===== config.mk =====
export PLATFORM = sky130hd
export DESIGN_NAME = trigger_cond
export DESIGN_NICKNAME = d
export VERILOG_FILES = /design/src/rtl/trigger_cond.sv
export SDC_FILE = /design/constraint.sdc
export NUM_CORES = 1
export LEC_CHECK = 0
export ABC_AREA = 1
export CAP_MARGIN = 5
export CORE_MARGIN = 2
export CORE_UTILIZATION = 25
export CTS_CLUSTER_DIAMETER = 80
export CTS_CLUSTER_SIZE = 16
export DETAILED_ROUTE_END_ITERATION = 12
export DONT_BUFFER_PORTS = 1
export GPL_TIMING_DRIVEN = 0
export PLACE_DENSITY_LB_ADDON = 0.08
export SKIP_CTS_REPAIR_TIMING = 1
export SYNTH_ARGS = -nofsm -noshare
export SYNTH_HDL_FRONTEND = slang
export SYNTH_SLANG_ARGS = --single-unit

===== constraint.sdc =====
create_clock -name clk -period 1.6 [get_ports clk]
set_input_delay 0.24 -clock clk [delete_from_list [all_inputs] [get_ports clk]]
set_output_delay 0.24 -clock clk [all_outputs]
set_load 0.03 [all_outputs]

===== src/rtl/trigger_cond.sv =====
// Push-button trigger conditioner: 2-FF synchroniser, counter debouncer,
// and a mode FSM that presents the debounced press to the core as a
// level, a stretched pulse, or a sticky event cleared by trig_ack.
//
// state   | meaning
// --------+-----------------------------------------------------------
// IDLE    | no event in progress; in level modes trigger follows deb
// HOLD    | mode 01: stretched pulse active, hold_cnt counts down
// LATCHED | mode 10: sticky event waiting for trig_ack
module trigger_cond #(
  parameter int unsigned DEBOUNCE_CYCLES = 16,
  parameter int unsigned HOLD_CYCLES     = 8
) (
  input  logic       clk,
  input  logic       rst,
  input  logic       btn_in,
  input  logic [1:0] mode,
  input  logic       trig_ack,
  output logic       trigger,
  output logic       btn_level,
  output logic [7:0] event_count
);

  localparam logic [15:0] DEB_TC  = 16'(DEBOUNCE_CYCLES - 1);
  localparam logic [15:0] HOLD_LD = 16'(HOLD_CYCLES - 1);

  typedef enum logic [1:0] {
    IDLE    = 2'd0,
    HOLD    = 2'd1,
    LATCHED = 2'd2
  } state_t;

  logic        s1, s2, deb;
  logic [15:0] deb_cnt, deb_cnt_nxt;
  logic        deb_nxt, mismatch, deb_accept, rise;
  logic [15:0] hold_cnt, hold_nxt;
  logic [1:0]  mode_q;
  state_t      state, state_nxt;
  logic        trig_nxt;

  // Debounce decision: accept s2 only after DEBOUNCE_CYCLES mismatching
  // cycles in a row; any return to deb restarts the count from zero.
  always_comb begin
    mismatch    = (s2 != deb);
    deb_accept  = mismatch && (deb_cnt == DEB_TC);
    deb_nxt     = deb_accept ? s2 : deb;
    deb_cnt_nxt = (!mismatch || deb_accept) ? 16'd0 : deb_cnt + 16'd1;
    rise        = deb_accept && s2;
  end

  // Synchroniser and debouncer registers.
  always_ff @(posedge clk) begin
    if (rst) begin
      s1      <= 1'b0;
      s2      <= 1'b0;
      deb     <= 1'b0;
      deb_cnt <= 16'd0;
    end else begin
      s1      <= btn_in;
      s2      <= s1;
      deb     <= deb_nxt;
      deb_cnt <= deb_cnt_nxt;
    end
  end

  assign btn_level = deb;

  // Press counter and registered mode; counts in every mode, wraps at 256.
  always_ff @(posedge clk) begin
    if (rst) begin
      event_count <= 8'd0;
      mode_q      <= 2'b00;
    end else begin
      mode_q <= mode;
      if (rise) event_count <= event_count + 8'd1;
    end
  end

  // FSM state, hold counter and trigger registers.
  always_ff @(posedge clk) begin
    if (rst) begin
      state    <= IDLE;
      hold_cnt <= 16'd0;
      trigger  <= 1'b0;
    end else begin
      state    <= state_nxt;
      hold_cnt <= hold_nxt;
      trigger  <= trig_nxt;
    end
  end

  // Next-state logic. A mode change parks the FSM in IDLE with trigger low
  // for one edge so a half-finished event never leaks into the new mode.
  // A rise coincident with trig_ack keeps LATCHED so the new press is kept.
  always_comb begin
    state_nxt = state;
    hold_nxt  = hold_cnt;
    trig_nxt  = trigger;
    if (mode != mode_q) begin
      state_nxt = IDLE;
      trig_nxt  = 1'b0;
    end else begin
      case (mode)
        2'b01: begin
          case (state)
            IDLE: begin
              if (rise) begin
                state_nxt = HOLD;
                hold_nxt  = HOLD_LD;
                trig_nxt  = 1'b1;
              end else begin
                trig_nxt = 1'b0;
              end
            end
            HOLD: begin
              trig_nxt = 1'b1;
              if (rise) begin
                hold_nxt = HOLD_LD;
              end else if (hold_cnt != 16'd0) begin
                hold_nxt = hold_cnt - 16'd1;
              end else begin
                state_nxt = IDLE;
                trig_nxt  = 1'b0;
              end
            end
            default: begin
              state_nxt = IDLE;
              trig_nxt  = 1'b0;
            end
          endcase
        end
        2'b10: begin
          case (state)
            IDLE: begin
              if (rise) begin
                state_nxt = LATCHED;
                trig_nxt  = 1'b1;
              end else begin
                trig_nxt = 1'b0;
              end
            end
            LATCHED: begin
              if (trig_ack && !rise) begin
                state_nxt = IDLE;
                trig_nxt  = 1'b0;
              end else begin
                trig_nxt = 1'b1;
              end
            end
            default: begin
              state_nxt = IDLE;
              trig_nxt  = 1'b0;
            end
          endcase
        end
        default: begin
          state_nxt = IDLE;
          trig_nxt  = deb_nxt;
        end
      endcase
    end
  end

endmodule


==> results.ini, run 1 <==
[clocking]
cts_tree = done
clock-root-buffer = clkbuf_8
cts.htree.levels = 2
clockBufferDepth = 2
clkLatencyLatePin_ns = 0.31
cts.sinks = 48
cts-buffers-inserted = 5
clk_pin_slew_ns = 0.10

[global_routing]
grtUsageMet3_pct = 2.55
first_global_vias = 2232
grt_max_degree = 16
grt_pass1_wl_mm = 11.0
grtUsageMet1_pct = 15.5
busiest_layer = met2
met2_usage_pct = 19.4
track_usage_pct = 11.8
antenna_found_initial = 0
overflow = 0

[cells_and_area]
nFillCells = 1202
multiInputGateArea_sq_um = 1740
fin_util_pct = 31.2
nets = 423
fin_cells = 552
regArea_sq_um = 982
diodes = 0
area_growth_pct = 21.5
drive_gt1_share_pct = 27.7

[worst_setup_path]
cpPeakStageDelay_ns = 0.37
worstSetupStartpointType = flop
crit_buf_inv = 1
required_ns = 1.84
path_common_cell = nand2_4
worst_ep_arrival_time_ns = 1.88
cp_slowest_cell = dfxtp_2
cp-end-kind = flop
worst-setup-path-type = reg2reg
crit_chain = ha_4 -> nand3_4 -> nor2_4 -> nand4_4 -> nand2_4 -> nand2_4 -> nor2_8 -> buf_12 -> nand2_2 -> a21oi_2
crit_fanout = 10
cp_top_family = simple AND/OR/NAND/NOR gates

[job]
cap_viol_max_count = 0

[sta]
worstMarginPinSlew_ns = 0.574
finalCritPeriodShare_pct = 102
hold_violations = 0
fmax_mhz = 612
finalSetupViolCount = 9
max_slew_margin_pct = 61.7
final.setup.worst_slack_ns = -0.0348
finClkSkew_ns = 0.00992
rsz0062_at_grt = true
drv_slew = 0
fin_crit_ns = 1.63
fin_hold_ws_ns = 0.0253

[placed_design]
dp_hpwl_mm = 4.98
io_buffers = 0
place_inst = 532
gp_congestion = 0.756

[run_status]
status = finished, violations left
violations = negative setup slack

[synth]
ys_types = 37
avgSynthCellArea_sq_um = 7.10
syn_area_sq_um = 2780
synth_nets = 404
ys_ff_latch = 48
synth_cells = 392
synth_seq_area_share_pct = 34.5
yosys_warnings = 0

[die]
core_area_sq_um = 10800
pin_count = 16
num_rows = 38
die_area_sq_um = 12000
start_util_pct = 25.7
die_h_um = 109
die_w_um = 109

[power_and_ir_drop]
pwr_density_cell_nw_per_um2 = 630
p_leak_nw = 1.35
ir_drop_mv = 0.290

[route]
wl_per_cell_um = 12.4
dr.first_iter.drc_count = 75
drt-vias-per-instance = 4.36
dr.pass1.iters = 6
wl_mm = 6.83
vias = 2408
drc = 0
ant_nets = 0

[worst_hold_path]
min_path_type = in2reg

-- report_power, final --
part / internal [W] / switching [W]
Clock: 0.000355 / 0.000463
Combinational: 0.0000380 / 0.0000618
Sequential: 0.00120 / 0.00000825
-- metal layers --
layer  up-vias  share of wire (%)
met2        18                 48
li1       1286                  -
met5         -                  0
met3         4                2.7
met4         0               0.82
met1      1100                 48
-- cells by family (layout without fill, tap and decap cells) --
| kind of cell | count (synthesis) | after routing | synth area share [%] |
|---|---|---|---|
| and+or+nand+nor | 220 | 220 | 38.0 |
| buffers and inverters | 57 | 77 | 9.49 |
| DFF | 48 | 48 | 34.5 |
| AOI/OAI and AO/OA | 42 | 42 | 9.31 |
| xor gates and xnor gates | 19 | 19 | 5.98 |
| adders and majority gates | 6 | 6 | 2.70 |
-- cell type report --
| class | count | share of cell area (%) |
|---|---|---|
| multi-input cells | 287 | 51.6 |
| well taps | 140 | 5.19 |
| inverters | 46 | 5.19 |
| clock inverters | 2 | 0.407 |
| flip-flops and latches | 48 | 29.1 |
| plain buffers | 11 | 3.22 |
| clock buffers | 6 | 2.44 |
| repair buffers | 12 | 2.89 |
-- path summary, 6_finish.rpt --
kind | from | cells after the start | slack, ns | end
max | deb_cnt[1] | 10 | -0.03 | hold_cnt[12]
min reg2reg | s1 | 2 | 0.42 | s2
min | btn_in | 2 | 0.03 | s1
max reg2reg | deb_cnt[1] | 10 | -0.03 | hold_cnt[12]
-- cells in the final DEF (no fill, tap or decap), types with 6 or more instances in the layout --
cell type	n
a21oi_1	23
a21oi_2	12
buf_4	11
clkbuf_8	6
dfxtp_1	33
dfxtp_2	14
inv_1	42
nand2_1	77
nand2_2	15
nand3_1	30
nand4_1	7
nor2_1	40
nor2_2	10
nor2_4	8
nor3_1	11
xnor2_1	10
xor2_1	9
-- through the flow --
step	TNS, ns	power [W]	setup slack [ns]	instance area, sq um
floorplan	0	0.00131	0.0282	2780
global placement	-5.69	0.00133	-0.303	2960
detailed placement	-5.27	0.00133	-0.285	2960
CTS	-5.97	0.00216	-0.303	3050
global route	-1.92	0.00222	-0.140	3380
finish	-0.0984	0.00213	-0.0348	3380
-- flip-flops by register name, summed over array words and instances, names as in the netlist --
register,cells
s1,1
state,2
trigger,1
s2,1
event_count,8
btn_level,1
deb_cnt,16
mode_q,2
hold_cnt,16
-- worst register-to-register path, delay by kind of cell (launching register included) --
kind / cells / cell delay, ns
AOI/OAI and AO/OA: 1 / 0.12
buffers and inverters: 1 / 0.17
adders and majority gates: 1 / 0.16
DFF: 1 / 0.37
and+or+nand+nor: 7 / 0.76
-- synth_stat cells --
library cell,n,share of area (%)
clkbuf_1,3,0.40
nor2_4,2,0.81
ha_1,6,2.7
o21ai_0,1,0.18
nand2_2,11,2.5
nor3b_4,1,0.67
inv_2,2,0.27
buf_4,1,0.27
dlygate4sd1_1,1,0.31
buf_6,3,1.2
nand3_1,34,6.1
nor2_2,1,0.23
nor4_1,1,0.23
nand3_2,3,1.1
a21oi_2,10,3.1
xnor2_1,10,3.1
o21ai_1,1,0.18
nor3_1,13,2.3
nand2_4,2,0.81
nand2_1,82,11
buf_2,2,0.36
nand4_1,7,1.6
dfxtp_1,48,35
o21bai_1,3,0.81
a21oi_1,25,4.5
or2_1,1,0.23
nor2_1,55,7.4
a21o_1,1,0.27
nor3_2,2,0.72
a31oi_1,1,0.23
xor2_1,9,2.8
or2_2,2,0.45
inv_1,44,5.9
nor2_8,1,0.72
nand4_4,1,0.76
nand3b_1,1,0.27
buf_12,1,0.72
Note: power is estimated with default switching activity, not from simulation.
==> inputs of run 2 (changes only) <==
--- a/config.mk
+++ b/config.mk
@@ -10,7 +10,7 @@
 export CORE_MARGIN = 2
 export CORE_UTILIZATION = 25
 export CTS_CLUSTER_DIAMETER = 80
-export CTS_CLUSTER_SIZE = 16
+export CTS_CLUSTER_SIZE = 14
 export DETAILED_ROUTE_END_ITERATION = 12
 export DONT_BUFFER_PORTS = 1
 export GPL_TIMING_DRIVEN = 0
==> results of run 2 <==
The final DEF is identical to that of run 1; final timing and power are the same.
==> inputs of run 3 (changes only) <==
--- a/config.mk
+++ b/config.mk
@@ -7,14 +7,16 @@
 export LEC_CHECK = 0
 export ABC_AREA = 1
 export CAP_MARGIN = 5
+export CELL_PAD_IN_SITES_DETAIL_PLACEMENT = 1
+export CELL_PAD_IN_SITES_GLOBAL_PLACEMENT = 1
 export CORE_MARGIN = 2
-export CORE_UTILIZATION = 25
+export CORE_UTILIZATION = 42
 export CTS_CLUSTER_DIAMETER = 80
 export CTS_CLUSTER_SIZE = 14
 export DETAILED_ROUTE_END_ITERATION = 12
 export DONT_BUFFER_PORTS = 1
 export GPL_TIMING_DRIVEN = 0
-export PLACE_DENSITY_LB_ADDON = 0.08
+export PLACE_DENSITY_LB_ADDON = 0.25
 export SKIP_CTS_REPAIR_TIMING = 1
 export SYNTH_ARGS = -nofsm -noshare
 export SYNTH_HDL_FRONTEND = slang
==> results.ini, run 3 (synthesis results as in run 1) <==
[job]
cap_viol_max_count = 0

[die]
die_h_um = 85.4
core_area_sq_um = 6390
die_area_sq_um = 7290
die_w_um = 85.4
pin_count = 16
start_util_pct = 43.6
num_rows = 29

[placed_design]
dp_slack_ns = -0.291
gp_congestion = 0.825
dp_hpwl_mm = 5.07
io_buffers = 0

[worst_setup_path]
cp-end-kind = flop
worstSetupStartpointType = flop
cpPeakStageDelay_ns = 0.36
crit_fanout = 7
cp_slowest_cell = dfxtp_4
worst_ep_arrival_time_ns = 1.81
crit_chain = nor2_4 -> nand2_2 -> nor2_4 -> nand4_4 -> nand2_4 -> nand3_4 -> clkbuf_16 -> nand2_2 -> a21oi_1
required_ns = 1.77
worst-setup-path-type = reg2reg

[clocking]
cts_tree = done
clock-root-buffer = clkbuf_8
cts-buffers-inserted = 5
cts.htree.levels = 2
clkLatencyLatePin_ns = 0.31
clockBufferDepth = 2
clk_pin_slew_ns = 0.10
cts.sinks = 48

[cells_and_area]
drive_gt1_share_pct = 31.5
top_regs = deb_cnt: 16 flops, hold_cnt: 16 flops, event_count: 8 flops
fin_util_pct = 53.5
final_cell_mix = 65 x nand2_1, 41 x inv_1, 40 x nor2_1
area_growth_pct = 22.8
nets = 424
final_common_cell = nand2_1
diodes = 0

[sta]
rsz0062_at_grt = true
worstMarginPinSlew_ns = 0.590
finClkSkew_ns = 0.0115
fmax_mhz = 612
drv_slew = 0
hold_violations = 0
finalSetupViolCount = 9
final.setup.worst_slack_ns = -0.0330
max_slew_margin_pct = 60.7
fin_crit_ns = 1.63
finalCritPeriodShare_pct = 102

[global_routing]
grt_pass1_wl_mm = 11.1
antenna_found_initial = 0
overflow = 0
grt_max_degree = 16
first_global_vias = 2520
track_usage_pct = 18.9

[run_status]
violations = negative setup slack
status = finished, violations left

[power_and_ir_drop]
ir_drop_mv = 0.560
pwr_density_cell_nw_per_um2 = 616
p_leak_nw = 1.40

[route]
wl_per_cell_um = 15.1
wl_mm = 7.42
top_layer = met4
drt-vias-per-instance = 5.18
ant_nets = 0
m1WireLength_mm = 3.13
dr.pass1.iters = 4
dr.first_iter.drc_count = 85
vias = 2537
drc = 0
routed-wl-met2_mm = 4.07
wl_met3_um = 117

[worst_hold_path]
min_path_type = in2reg

run 3: changes by cell type in the layout (fill, tap and decap cells not counted), moves of 3 or more:
| cell | delta |
|---|---|
| dfxtp_2 | -6 |
| nand2_2 | +9 |
| dfxtp_4 | +5 |
| nand2_4 | +3 |
| nand2_1 | -12 |
run 3: worst paths after layout:
kind | startpoint | to | slack (ns) | cells after the start
setup reg to reg | deb_cnt[11] | hold_cnt[14] | -0.03 | 9
hold / removal | btn_in | s1 | 0.03 | 2
hold reg to reg | s1 | s2 | 0.41 | 2
setup / recovery | deb_cnt[11] | hold_cnt[14] | -0.03 | 9
run 3: worst max-delay path: cells and delay by family (launching register included):
kind / cells / cell delay, ns
compound gates: 1 / 0.06
buf+inv: 1 / 0.22
simple gates: 7 / 0.85
flops: 1 / 0.36
run 3: layout make-up:
class / instances / area (sq um)
Buffer: 11 / 116
Clock buffer: 6 / 82.6
Clock inverter: 2 / 15.0
Fill cell: 830 / 2970
Inverter: 46 / 173
Multi-Input combinational cell: 287 / 1810
Sequential cell: 48 / 993
Tap cell: 77 / 96.3
Timing Repair Buffer: 13 / 128
run 3: report_power, final:
part,total (W),switching [W],internal (W)
registers,0.00120,0.00000840,0.00119
clock network,0.000796,0.000445,0.000351
logic,0.000107,0.0000664,0.0000402
total,0.00210,0.000520,0.00158
run 3: layer usage:
| metal | up-vias | track usage (%) |
|---|---|---|
| met5 | - | 0 |
| met4 | 0 | 5.63 |
| met3 | 7 | 3.89 |
| met2 | 12 | 35.9 |
| met1 | 1225 | 21.0 |
| li1 | 1293 | - |
run 3: stage by stage:
| stage | TNS [ns] | cell area [sq um] | total power [W] | hold slack (ns) | instances |
|---|---|---|---|---|---|
| after detailed placement | -5.34 | 2880 | 0.00133 | 0.352 | 469 |
| after floorplan | 0 | 2780 | 0.00131 | 0.347 | 392 |
| after global routing | -2.26 | 3410 | 0.00217 | 0.0187 | 490 |
| after global placement | -3.77 | 2880 | 0.00133 | 0.358 | 469 |
| after CTS | -5.62 | 2980 | 0.00212 | 0.0259 | 477 |
| final | -0.128 | 3410 | 0.00210 | 0.0318 | 490 |
